--- src/rtl/alu_issue_queue.sv ---
// Operand issue stage in front of the combinational ALU: request FIFO plus registered ALU input stage.
// Optional src0 result forwarding is compiled in with `define ALU_ISSUE_FWD_EN.
module alu_issue_queue #(
  parameter int DEPTH = 4
) (
  input  logic                     clk,
  input  logic                     rstn,
  input  logic                     in_valid,
  output logic                     in_ready,
  input  logic [3:0]               in_op,
  input  logic [31:0]              in_src0,
  input  logic [31:0]              in_src1,
  input  logic                     in_fwd,
  output logic                     out_valid,
  input  logic                     out_ready,
  output logic [3:0]               out_op,
  output logic [31:0]              out_src0,
  output logic [31:0]              out_src1,
  input  logic [31:0]              alu_res,
  output logic [31:0]              last_res,
  output logic [$clog2(DEPTH):0]   level
);

  localparam int PW = $clog2(DEPTH);
  localparam logic [PW:0]   FULL_LEVEL = (PW+1)'(DEPTH);
  localparam logic [PW:0]   LEVEL_ONE  = (PW+1)'(1);
  localparam logic [PW-1:0] PTR_ONE    = PW'(1);

`ifdef ALU_ISSUE_FWD_EN
  localparam int EW = 69;
`else
  localparam int EW = 68;
`endif

  logic [EW-1:0] mem [DEPTH];
  logic [PW-1:0] wr_ptr;
  logic [PW-1:0] rd_ptr;
  logic [EW-1:0] wr_entry;
  logic [EW-1:0] head;
  logic [31:0]   head_src0;
  logic          push;
  logic          load;
  logic          issue;

  // Entry layout: {[fwd], op, src0, src1} with src1 in the low word.
`ifdef ALU_ISSUE_FWD_EN
  assign wr_entry = {in_fwd, in_op, in_src0, in_src1};
`else
  logic unused_fwd;
  assign unused_fwd = in_fwd;
  assign wr_entry = {in_op, in_src0, in_src1};
`endif

  assign in_ready = (level != FULL_LEVEL);
  assign push     = in_valid && in_ready;
  assign issue    = out_valid && out_ready;
  assign load     = (level != '0) && (!out_valid || out_ready);
  assign head     = mem[rd_ptr];

  // A dependent request issued right behind its producer must take the live ALU output.
`ifdef ALU_ISSUE_FWD_EN
  assign head_src0 = head[68] ? (issue ? alu_res : last_res) : head[63:32];
`else
  assign head_src0 = head[63:32];
`endif

  always_ff @(posedge clk) begin
    if (push) begin
      mem[wr_ptr] <= wr_entry;
    end
  end

  always_ff @(posedge clk or negedge rstn) begin
    if (!rstn) begin
      wr_ptr <= '0;
      rd_ptr <= '0;
      level  <= '0;
    end else begin
      if (push) begin
        wr_ptr <= wr_ptr + PTR_ONE;
      end
      if (load) begin
        rd_ptr <= rd_ptr + PTR_ONE;
      end
      case ({push, load})
        2'b10:   level <= level + LEVEL_ONE;
        2'b01:   level <= level - LEVEL_ONE;
        default: level <= level;
      endcase
    end
  end

  always_ff @(posedge clk or negedge rstn) begin
    if (!rstn) begin
      out_valid <= 1'b0;
      out_op    <= '0;
      out_src0  <= '0;
      out_src1  <= '0;
      last_res  <= '0;
    end else begin
      if (issue) begin
        last_res <= alu_res;
      end
      if (load) begin
        out_valid <= 1'b1;
        out_op    <= head[67:64];
        out_src0  <= head_src0;
        out_src1  <= head[31:0];
      end else if (issue) begin
        out_valid <= 1'b0;
      end
    end
  end

endmodule

--- config.mk ---
export PLATFORM = sky130hd
export DESIGN_NAME = alu_issue_queue
export DESIGN_NICKNAME = d
export VERILOG_FILES = /design/src/rtl/alu_issue_queue.sv
export SDC_FILE = /design/constraint.sdc
export NUM_CORES = 1
export LEC_CHECK = 0
export ABC_AREA = 1
export BUFFER_PORTS_ARGS = -buffer_cell sky130_fd_sc_hd__buf_2
export CORE_UTILIZATION = 35
export DETAILED_ROUTE_END_ITERATION = 6
export PLACE_DENSITY = 0.51
export SYNTH_ARGS = -nofsm -noshare
export SYNTH_HDL_FRONTEND = slang
export SYNTH_SLANG_ARGS = --single-unit
export TNS_END_PERCENT = 5
--- constraint.sdc ---
create_clock -name clk -period 8.4 [get_ports clk]
set_input_delay 0.84 -clock clk [delete_from_list [all_inputs] [get_ports clk]]
set_output_delay 0.84 -clock clk [all_outputs]
set_load 0.01 [all_outputs]
==> impl_results.rst, run 1 <==
.. list-table::
   :header-rows: 1

   * - Metric
     - Value
   * - CTS tree
     - built
   * - Clock insertion delay at the later pin of the skew report
     - approximately 570 ps
   * - Power density relative to cell area
     - between 300 and 400 nW/um^2
   * - Final clock period utilization by the worst path
     - 35.9%
   * - Seq pwr share
     - 41.9%
   * - Buffer levels on the longest clock path
     - 3
   * - Crit path kind
     - reg -> reg
   * - Mean instance size in the synthesized netlist
     - 10.6 um^2
   * - Floorplan core area
     - between 40000 and 50000 um^2
   * - Vert. Die Dim
     - 213 um
   * - Capturing element type of the critical path
     - register
   * - Vias in the first global route
     - about 10000
   * - Maximum number of pins on one net before global-route repair
     - 97
   * - Part of the total power dissipated in the clock network
     - 27.9%
   * - Post-synthesis register bit count
     - 380
   * - Routed wire length per instance
     - between 15 and 20 um
   * - Leakage
     - ~8.9 nW
   * - Most common cell after layout, fill and taps aside
     - sky130_fd_sc_hd__nand2_1
   * - Synth-to-Final Area Change
     - 19.1%
   * - Share of cells above drive strength 1
     - 19.8%
   * - Maximum ir drop on the vdd rail
     - 0.157 mV
   * - Unique cell type count in the Yosys netlist
     - 20
   * - First drt pass iteration count
     - 4
   * - Die Span X
     - 213 um
   * - NetSw
     - ~2.4 mW
   * - Count of yosys warnings during synthesis
     - 0
   * - Required time reported for the critical path endpoint
     - 8840 ps
   * - Number of maximum-capacitance constraint violations
     - 0
   * - Number of nets in the final layout
     - 1789
   * - Final weighted congestion in routability-driven placement
     - a little under 0.7
   * - Vias
     - between 9000 and 10000
   * - Number of antenna violations at the first check in global routing
     - 6
   * - Maximum clock skew at final layout
     - 23.1 ps
   * - Worst slew margin relative to its limit
     - 24.5%
   * - First-pass GRT wire length
     - between 50000 and 60000 um
   * - Number of rows created at floorplan
     - 77
   * - RSZ-0062 raised after global routing
     - false
   * - Reg area
     - 10900 um^2
   * - Clock transition at the registers of the reported paths
     - ~60 ps
   * - Port bufs
     - between 200 and 250
   * - Multi-input combinational cell area
     - ~3300 um^2
   * - Sum of routed wire length over all layers
     - 34800 um
   * - Internal
     - approximately 4.4 mW
   * - Result of the run
     - finished clean
   * - Total track usage
     - 15.6%
   * - Hold Fails Final Rpt
     - 0
   * - CTS-repair resized insts
     - 0
   * - Hold buffer count at cts
     - 0
   * - Filler instances
     - 4303
   * - Post-CTS repair timing setup buffer count
     - 0
   * - Number of nets in the synthesized netlist
     - approximately 1600
   * - Number of instances in the synthesized netlist
     - around 1500
   * - Clock root buffer
     - sky130_fd_sc_hd__clkbuf_16
   * - Number of buffers created by CTS
     - 43
   * - Detailed-route vias per instance
     - 4.30
   * - Total half-perimeter wirelength after legalization and detailed placement
     - approximately 19000 um
   * - Net switching share of the total power
     - 35.5%
   * - Count of final max-slew check failures
     - 0
   * - Achievable Freq
     - roughly 330 MHz
   * - Die outline area
     - 45500 um^2
   * - H-tree depth reported by CTS
     - 2
   * - Transition time at the pin with the least slew margin
     - roughly 1100 ps
   * - # DRC
     - 0
   * - Detailed Route Iter0 Violations
     - between 400 and 500
   * - Starting density of the core
     - 35.4%
   * - Kind of path behind the tightest hold check
     - in -> async
   * - Total standard cell area after synthesis
     - about 16000 um^2
   * - Most frequent cells in the layout
     - sky130_fd_sc_hd__nand2_1 (554), sky130_fd_sc_hd__inv_1 (282), sky130_fd_sc_hd__edfxtp_1 (272), sky130_fd_sc_hd__buf_2 (207), sky130_fd_sc_hd__nand3_1 (139)
   * - Part of the total power dissipated in combinational logic
     - a little under a third
   * - Arrival time at the worst endpoint
     - ~3500 ps
   * - Finish-stage setup viols
     - 0
   * - Hold slack final
     - roughly 320 ps
   * - Portion of the post-synthesis area used by sequential elements
     - a little over two thirds
   * - Sum Neg Setup Slack
     - 0 ps
   * - Overflow after GRT
     - 0
   * - Boundary Pins
     - between 200 and 250
   * - Number of nets with antenna violations after detailed routing
     - 0
   * - Max FO, Critical Path
     - 96
   * - Minimum clock period after layout
     - just over 3000 ps
   * - Crit path launch type
     - register
   * - Sinks on the clock net
     - 380
[kinds of logic (layout without fill, tap and decap cells)]
group           Yosys count  after routing  share of synthesized area, %
xor+xnor                  5              5                         0.280
other cells               0              2                             0
mux                      32             32                          2.30
buf+inv                 350            589                          9.31
simple gates            699            699                          18.0
compound gates            2              2                        0.0640
flops                   380            380                          69.5
fa+ha+maj                 6              6                         0.528
[power groups by stage]
stage | Sequential (mW) | Clock [mW] | Combinational [mW]
after floorplan | 2.89 | 0 | 1.37
after global placement | 2.87 | 0 | 2.09
after detailed placement | 2.88 | 0 | 2.10
after CTS | 2.85 | 1.96 | 2.11
after global routing | 2.91 | 2.02 | 2.36
final | 2.84 | 1.89 | 2.04
[final cells by class]
| type | instances | share of cell area [%] |
|---|---|---|
| repair buffers | 221 | 6.13 |
| clock buffers | 54 | 6.33 |
| flip-flops and latches | 380 | 58.4 |
| clock inverters | 26 | 1.38 |
| diodes | 2 | 0.0269 |
| inverters | 288 | 5.82 |
| multi-input cells | 744 | 17.9 |
| well taps | 592 | 3.98 |
[Yosys cell counts]
master	count	share of area, %
sky130_fd_sc_hd__buf_2	38	1.2
sky130_fd_sc_hd__o21ai_0	1	0.032
sky130_fd_sc_hd__nand2_1	554	13
sky130_fd_sc_hd__buf_6	5	0.36
sky130_fd_sc_hd__xnor2_1	2	0.11
sky130_fd_sc_hd__nand3_1	139	4.4
sky130_fd_sc_hd__edfxtp_1	272	52
sky130_fd_sc_hd__ha_1	5	0.40
sky130_fd_sc_hd__o21ai_1	1	0.032
sky130_fd_sc_hd__clkbuf_1	4	0.096
sky130_fd_sc_hd__nand2_4	1	0.072
sky130_fd_sc_hd__inv_1	282	6.8
sky130_fd_sc_hd__nor2_1	4	0.096
sky130_fd_sc_hd__mux2_2	32	2.3
sky130_fd_sc_hd__buf_4	15	0.72
sky130_fd_sc_hd__fa_1	1	0.13
sky130_fd_sc_hd__dfrtp_1	108	17
sky130_fd_sc_hd__nand3_2	1	0.064
sky130_fd_sc_hd__inv_2	6	0.14
sky130_fd_sc_hd__xor2_1	3	0.17
[worst max-delay path, stage by stage, from the launching register on]
cell	delay, ps
sky130_fd_sc_hd__dfrtp_4	820
sky130_fd_sc_hd__inv_4	560
sky130_fd_sc_hd__buf_4	940
sky130_fd_sc_hd__nand2_1	100
sky130_fd_sc_hd__nand3_1	110
sky130_fd_sc_hd__nand2_1	100
sky130_fd_sc_hd__nand2_1	80
sky130_fd_sc_hd__nand2_1	50
[state kept, by name (all words and copies together) (netlist names)]
signal and flops:
out_src0 32, last_res 32, out_op 4, level 3, out_src1 32, rd_ptr 2, mem 272, wr_ptr 2
out_valid 1
[final timing paths]
check | end | slack [ps] | depth (start not counted) | start
hold reg to reg | out_src0[11]$_DFFE_PN0P_ | 470 | 2 | out_src0[11]$_DFFE_PN0P_
setup reg to reg | out_src0[12]$_DFFE_PN0P_ | 5380 | 7 | rd_ptr[0]$_DFFE_PN0P_
setup / recovery | out_src0[12]$_DFFE_PN0P_ | 5380 | 7 | rd_ptr[0]$_DFFE_PN0P_
min in group clk | out_src0[11]$_DFFE_PN0P_ | 470 | 2 | out_src0[11]$_DFFE_PN0P_
hold / removal | out_src0[4]$_DFFE_PN0P_ | 320 | 1 | rstn
max in group asynchronous | out_src1[10]$_DFFE_PN0P_ | 6800 | 2 | rstn
[routing by layer]
layer | part of all wire [%] | GRT usage, %
met5 | 0.15 | 0
met4 | 2.4 | 5.69
met3 | 4.5 | 3.25
met2 | 48 | 26.8
met1 | 45 | 19.5
[stage by stage]
stage	utilization [%]	instance area [um^2]	total power [mW]	setup WS, ps	std cells
after floorplan	-	15600	4.27	4060	1474
after global placement	38.9	17200	4.96	5120	2225
after detailed placement	38.9	17200	4.99	5130	2225
after CTS	42.2	18600	6.92	5310	2305
after global routing	42.2	18600	7.28	5090	2305
final	42.2	18600	6.77	5380	2307
Note: power is estimated with default switching activity, not from simulation.
==> run 2, diff against run 1 <==
--- a/config.mk
+++ b/config.mk
@@ -5,7 +5,7 @@
 export SDC_FILE = /design/constraint.sdc
 export NUM_CORES = 1
 export LEC_CHECK = 0
-export ABC_AREA = 1
+export ABC_AREA = 0
 export BUFFER_PORTS_ARGS = -buffer_cell sky130_fd_sc_hd__buf_2
 export CORE_UTILIZATION = 35
 export DETAILED_ROUTE_END_ITERATION = 6
==> constraint.sdc (replaced) <==
create_clock -name clk -period 3.1 [get_ports clk]
set_input_delay 0.31 -clock clk [delete_from_list [all_inputs] [get_ports clk]]
set_output_delay 0.31 -clock clk [all_outputs]
set_load 0.01 [all_outputs]
==> run 2 against run 1 <==
Compared with the run above: first-iteration DRC count shrank 49%; clock power increased to 2.6 times the previous value; setup slack got worse by 4500 ps; design area fell by 2.7%; clock skew down 5.9 ps; synthesized cell count shrank 59%; highest routed layer is now met4.
==> impl_results.rst, run 2 <==
.. list-table::
   :header-rows: 1

   * - Metric
     - Value
   * - Count of final max-slew check failures
     - 0 (unchanged)
   * - Sinks on the clock net
     - 380 (unchanged)
   * - Number of instances in the synthesized netlist
     - 605 (was 1474)
   * - Largest area contributor in the netlist
     - sky130_fd_sc_hd__edfxtp_1 (unchanged)
   * - Number of nets in the final layout
     - 1062 (was 1789)
   * - Largest register FFs
     - 272 (unchanged)
   * - Reg2reg setup slack
     - 930 ps (was 5380 ps)
   * - CP Launch Point
     - level[0]$_DFFE_PN0P_ (was rd_ptr[0]$_DFFE_PN0P_)
   * - Detailed Route Iter0 Violations
     - 246 (was 487)
   * - Async S/R FF share, synth
     - 28.4% (unchanged)
   * - Reg area
     - 10900 um^2 (unchanged)
   * - Die outline area
     - 40700 um^2 (was 45500 um^2)
   * - RSZ-0062 raised after global routing
     - false (unchanged)
   * - Routed wire length per instance
     - 18.9 um (was 15.1 um)
   * - Count of yosys warnings during synthesis
     - 0 (unchanged)
   * - Filler instances
     - 3393 (was 4303)
   * - Final instance area
     - 18100 um^2 (was 18600 um^2)
   * - Die Span X
     - 202 um (was 213 um)
   * - Max FO, Critical Path
     - 6 (was 96)
   * - GRT busiest layer
     - met2 (unchanged)
   * - Share of cells above drive strength 1
     - 47.3% (was 19.8%)
   * - Number of rows created at floorplan
     - 72 (was 77)
   * - Floorplan core area
     - 39000 um^2 (was 44100 um^2)
   * - Portion of the post-synthesis area used by sequential elements
     - 77.9% (was 69.5%)
   * - Utilization of the core after routing
     - 46.5% (was 42.2%)
   * - Maximum clock skew at final layout
     - 17.3 ps (was 23.1 ps)
   * - Hold buffer count at cts
     - 101 (was 0)
   * - Number of nets in the synthesized netlist
     - 716 (was 1585)
   * - Clock root buffer
     - sky130_fd_sc_hd__clkbuf_16 (unchanged)
   * - Final clock period utilization by the worst path
     - 70.1% (was 35.9%)
   * - Number of buffers created by CTS
     - 42 (was 43)
   * - Most common cell after layout, fill and taps aside
     - sky130_fd_sc_hd__edfxtp_1 (was sky130_fd_sc_hd__nand2_1)
   * - Boundary Pins
     - 210 (unchanged)
   * - Crit path kind
     - reg -> reg (unchanged)
   * - Minimum clock period after layout
     - 2170 ps (was 3020 ps)
   * - First-pass GRT wire length
     - 44600 um (was 54000 um)
   * - Overflow after GRT
     - 0 (unchanged)
   * - # DRC
     - 0 (unchanged)
   * - Mean instance size in the synthesized netlist
     - 23.1 um^2 (was 10.6 um^2)
   * - Clock transition at the registers of the reported paths
     - 60 ps (about the same)
   * - Antenna cell count
     - 0 (was 2)
   * - Register bank with the most flops
     - mem (unchanged)
   * - Total half-perimeter wirelength after legalization and detailed placement
     - 16800 um (was 19400 um)
   * - Synth-to-Final Area Change
     - 29.9% (was 19.1%)
   * - Result of the run
     - finished clean (unchanged)
   * - Vert. Die Dim
     - 202 um (was 213 um)
   * - Port bufs
     - 208 (unchanged)
   * - Number of nets with antenna violations after detailed routing
     - 0 (unchanged)
   * - Number of antenna violations at the first check in global routing
     - 0 (was 6)
   * - Required time reported for the critical path endpoint
     - 3530 ps (was 8840 ps)
   * - CTS tree
     - built (unchanged)
   * - Detailed-route vias per instance
     - 4.64 (was 4.30)
   * - Xor-xnor portion of the synthesized cell area
     - 0.376% (was 0.280%)
   * - Leading cell types by total area after synthesis
     - sky130_fd_sc_hd__edfxtp_1 (59%), sky130_fd_sc_hd__dfrtp_1 (19%), sky130_fd_sc_hd__mux4_2 (11%) (was sky130_fd_sc_hd__edfxtp_1 (52%), sky130_fd_sc_hd__dfrtp_1 (17%), sky130_fd_sc_hd__nand2_1 (13%))
   * - Maximum number of pins on one net before global-route repair
     - 70 (was 97)
   * - Starting density of the core
     - 35.8% (was 35.4%)
   * - Sum Neg Setup Slack
     - 0 ps (unchanged)
   * - Dominant combinational cell family by area after synthesis
     - multiplexers (was simple AND/OR/NAND/NOR gates)
   * - Area share of and/or/nand/nor cells after synthesis
     - 0.529% (was 18.0%)
   * - Top cells by instance count after synthesis
     - sky130_fd_sc_hd__edfxtp_1 (272), sky130_fd_sc_hd__dfrtp_1 (108), sky130_fd_sc_hd__mux2_2 (102), sky130_fd_sc_hd__mux4_2 (68), sky130_fd_sc_hd__buf_2 (12) (was sky130_fd_sc_hd__nand2_1 (554), sky130_fd_sc_hd__inv_1 (282), sky130_fd_sc_hd__edfxtp_1 (272), sky130_fd_sc_hd__nand3_1 (139), sky130_fd_sc_hd__dfrtp_1 (108))
   * - Kind of path behind the tightest hold check
     - in -> reg (was in -> async)
   * - Final weighted congestion in routability-driven placement
     - 0.700 (was 0.693)
   * - Depth of the worst register-to-register path
     - 6 (was 7)
   * - Most frequent cells in the layout
     - sky130_fd_sc_hd__edfxtp_1 (272), sky130_fd_sc_hd__buf_2 (207), sky130_fd_sc_hd__dfrtp_1 (106), sky130_fd_sc_hd__mux2_2 (102), sky130_fd_sc_hd__dlygate4sd3_1 (101) (was sky130_fd_sc_hd__nand2_1 (554), sky130_fd_sc_hd__inv_1 (282), sky130_fd_sc_hd__edfxtp_1 (272), sky130_fd_sc_hd__buf_2 (207), sky130_fd_sc_hd__nand3_1 (139))
   * - Maximum ir drop on the vdd rail
     - 0.587 mV (was 0.157 mV)
   * - Number of maximum-capacitance constraint violations
     - 0 (unchanged)
   * - Area share of fa/ha/maj cells after synthesis
     - 0.592% (was 0.528%)
   * - Achievable Freq
     - 460 MHz (was 331 MHz)
   * - Most common cell in the netlist
     - sky130_fd_sc_hd__edfxtp_1 (was sky130_fd_sc_hd__nand2_1)
   * - Top-area cell type share of the netlist area
     - 58.5% (was 52.2%)
   * - Compound-Gate Fraction of Synth Area
     - 0.0627% (was 0.0640%)
   * - Share of cell area taken by muxes after synthesis
     - 19.2% (was 2.30%)
   * - H-tree depth reported by CTS
     - 2 (unchanged)
   * - Clock insertion delay at the later pin of the skew report
     - 550 ps (was 570 ps)
   * - Finish-stage setup viols
     - 0 (unchanged)
   * - Arrival time at the worst endpoint
     - 2610 ps (was 3460 ps)
   * - Endpoint of the worst register-to-register path
     - level[1]$_DFFE_PN0P_ (was out_src0[12]$_DFFE_PN0P_)
   * - Worst slew margin relative to its limit
     - 62.9% (was 24.5%)
   * - Global-route met2 utilization
     - 24.2% (was 26.8%)
   * - Vias
     - 6965 (was 9913)
   * - Hold Fails Final Rpt
     - 0 (unchanged)
   * - Post-CTS repair timing setup buffer count
     - 0 (unchanged)
   * - Crit path launch type
     - register (unchanged)
   * - Post-synthesis register bit count
     - 380 (unchanged)
   * - Capturing element type of the critical path
     - register (unchanged)
   * - Total standard cell area after synthesis
     - 14000 um^2 (was 15600 um^2)
   * - RR Startpoint
     - level[0]$_DFFE_PN0P_ (was rd_ptr[0]$_DFFE_PN0P_)
   * - Leakage
     - 6.74 nW (was 8.89 nW)
   * - Sum of routed wire length over all layers
     - 28500 um (was 34800 um)
   * - CTS-repair resized insts
     - 0 (unchanged)
   * - Met3 Resource Use GR
     - 4.03% (was 3.25%)
   * - Most used DFF post-synth
     - sky130_fd_sc_hd__edfxtp_1 (unchanged)
   * - End of the critical path
     - level[1]$_DFFE_PN0P_ (was out_src0[12]$_DFFE_PN0P_)
   * - Number of enable-type register cells in the synthesized netlist
     - 272 (unchanged)
   * - First drt pass iteration count
     - 4 (unchanged)
   * - Buffer levels on the longest clock path
     - 3 (unchanged)
   * - Fraction of met1 tracks used by global routing
     - 17.8% (was 19.5%)
   * - Power density relative to cell area
     - 929 nW/um^2 (was 364 nW/um^2)
   * - Placement Cell Area
     - 15800 um^2 (was 17200 um^2)
   * - Unique cell type count in the Yosys netlist
     - 22 (was 20)
   * - Vias in the first global route
     - 7550 (was 9816)
   * - Total track usage
     - 14.5% (was 15.6%)
   * - Multi-input combinational cell area
     - 2930 um^2 (was 3340 um^2)
   * - Transition time at the pin with the least slew margin
     - 557 ps (was 1130 ps)
-- run 2: cell types whose count changed in the layout (fill, tap and decap cells not counted), sizes merged, moves of 3 or more --
cell,change
mux2,+70
nand3,-140
inv,-286
buf,+6
dlygate4sd3,+101
clkinvlp,-3
nor2,-3
and3,+4
nand2,-553
clkinv,-3
mux4,+68
clkbuf,+7
-- run 2: worst min path at each step --
stage / start / to / slack (ps) / depth (start not counted)
2_1_floorplan: rstn / last_res[0]$_DFFE_PN0P_ / 10 / 0
3_3_place_gp: rstn / out_src1[14]$_DFFE_PN0P_ / 290 / 1
3_5_place_dp: rstn / out_src0[27]$_DFFE_PN0P_ / 290 / 1
4_1_cts: out_ready / out_valid$_DFFE_PN0P_ / 20 / 3
5_1_grt: out_ready / out_valid$_DFFE_PN0P_ / 50 / 3
6_report: out_ready / out_valid$_DFFE_PN0P_ / 50 / 3
-- run 2: worst max-delay path, cell delays in order (launching register included) --
cell and delay (ps):
sky130_fd_sc_hd__dfrtp_1 440, sky130_fd_sc_hd__or3b_1 470, sky130_fd_sc_hd__and2_4 210, sky130_fd_sc_hd__inv_1 50
sky130_fd_sc_hd__ha_1 190, sky130_fd_sc_hd__fa_1 420, sky130_fd_sc_hd__mux2_2 270
-- run 2: per-stage QoR --
step	hold slack, ps	worst slack, ps	power, mW	std cells
after floorplan	14.4	277	10.5	605
after global routing	54.3	786	17.8	1502
final	53.6	925	16.8	1502
after CTS	15.2	905	17.2	1502
after global placement	286	925	12.1	1324
after detailed placement	289	916	12.2	1324
-- run 2: where the power goes --
part | leakage, nW | internal (mW) | switching (mW)
registers | 3.75 | 6.88 | 0.584
clock network | 0.657 | 2.89 | 1.95
logic | 2.34 | 2.39 | 2.15
-- run 2: cell type report --
class	count	area share, %
sequential	380	60.0
multi-input combinational	195	16.1
timing repair buffer	328	12.7
clock buffer	61	6.70
tap	518	3.58
clock inverter	16	0.759
inverter	4	0.0828
-- run 2: routing by layer --
layer  up-vias  share of wire [%]  wire, um
met5         -                  0         0
met3        42                5.4      1530
li1       3126                  -         -
met2       143                 51     14400
met1      3654                 42     11900
met4         0                2.0       581
-- run 2: cell families (layout without fill, tap and decap cells) --
group | Yosys count | in the layout
flip-flops | 380 | 380
multiplexers | 170 | 170
buffers and inverters | 30 | 409
AND/OR/NAND/NOR | 12 | 12
adder cells (fa/ha/maj) | 6 | 6
XOR/XNOR | 6 | 6
AO/OA/AOI/OAI | 1 | 1
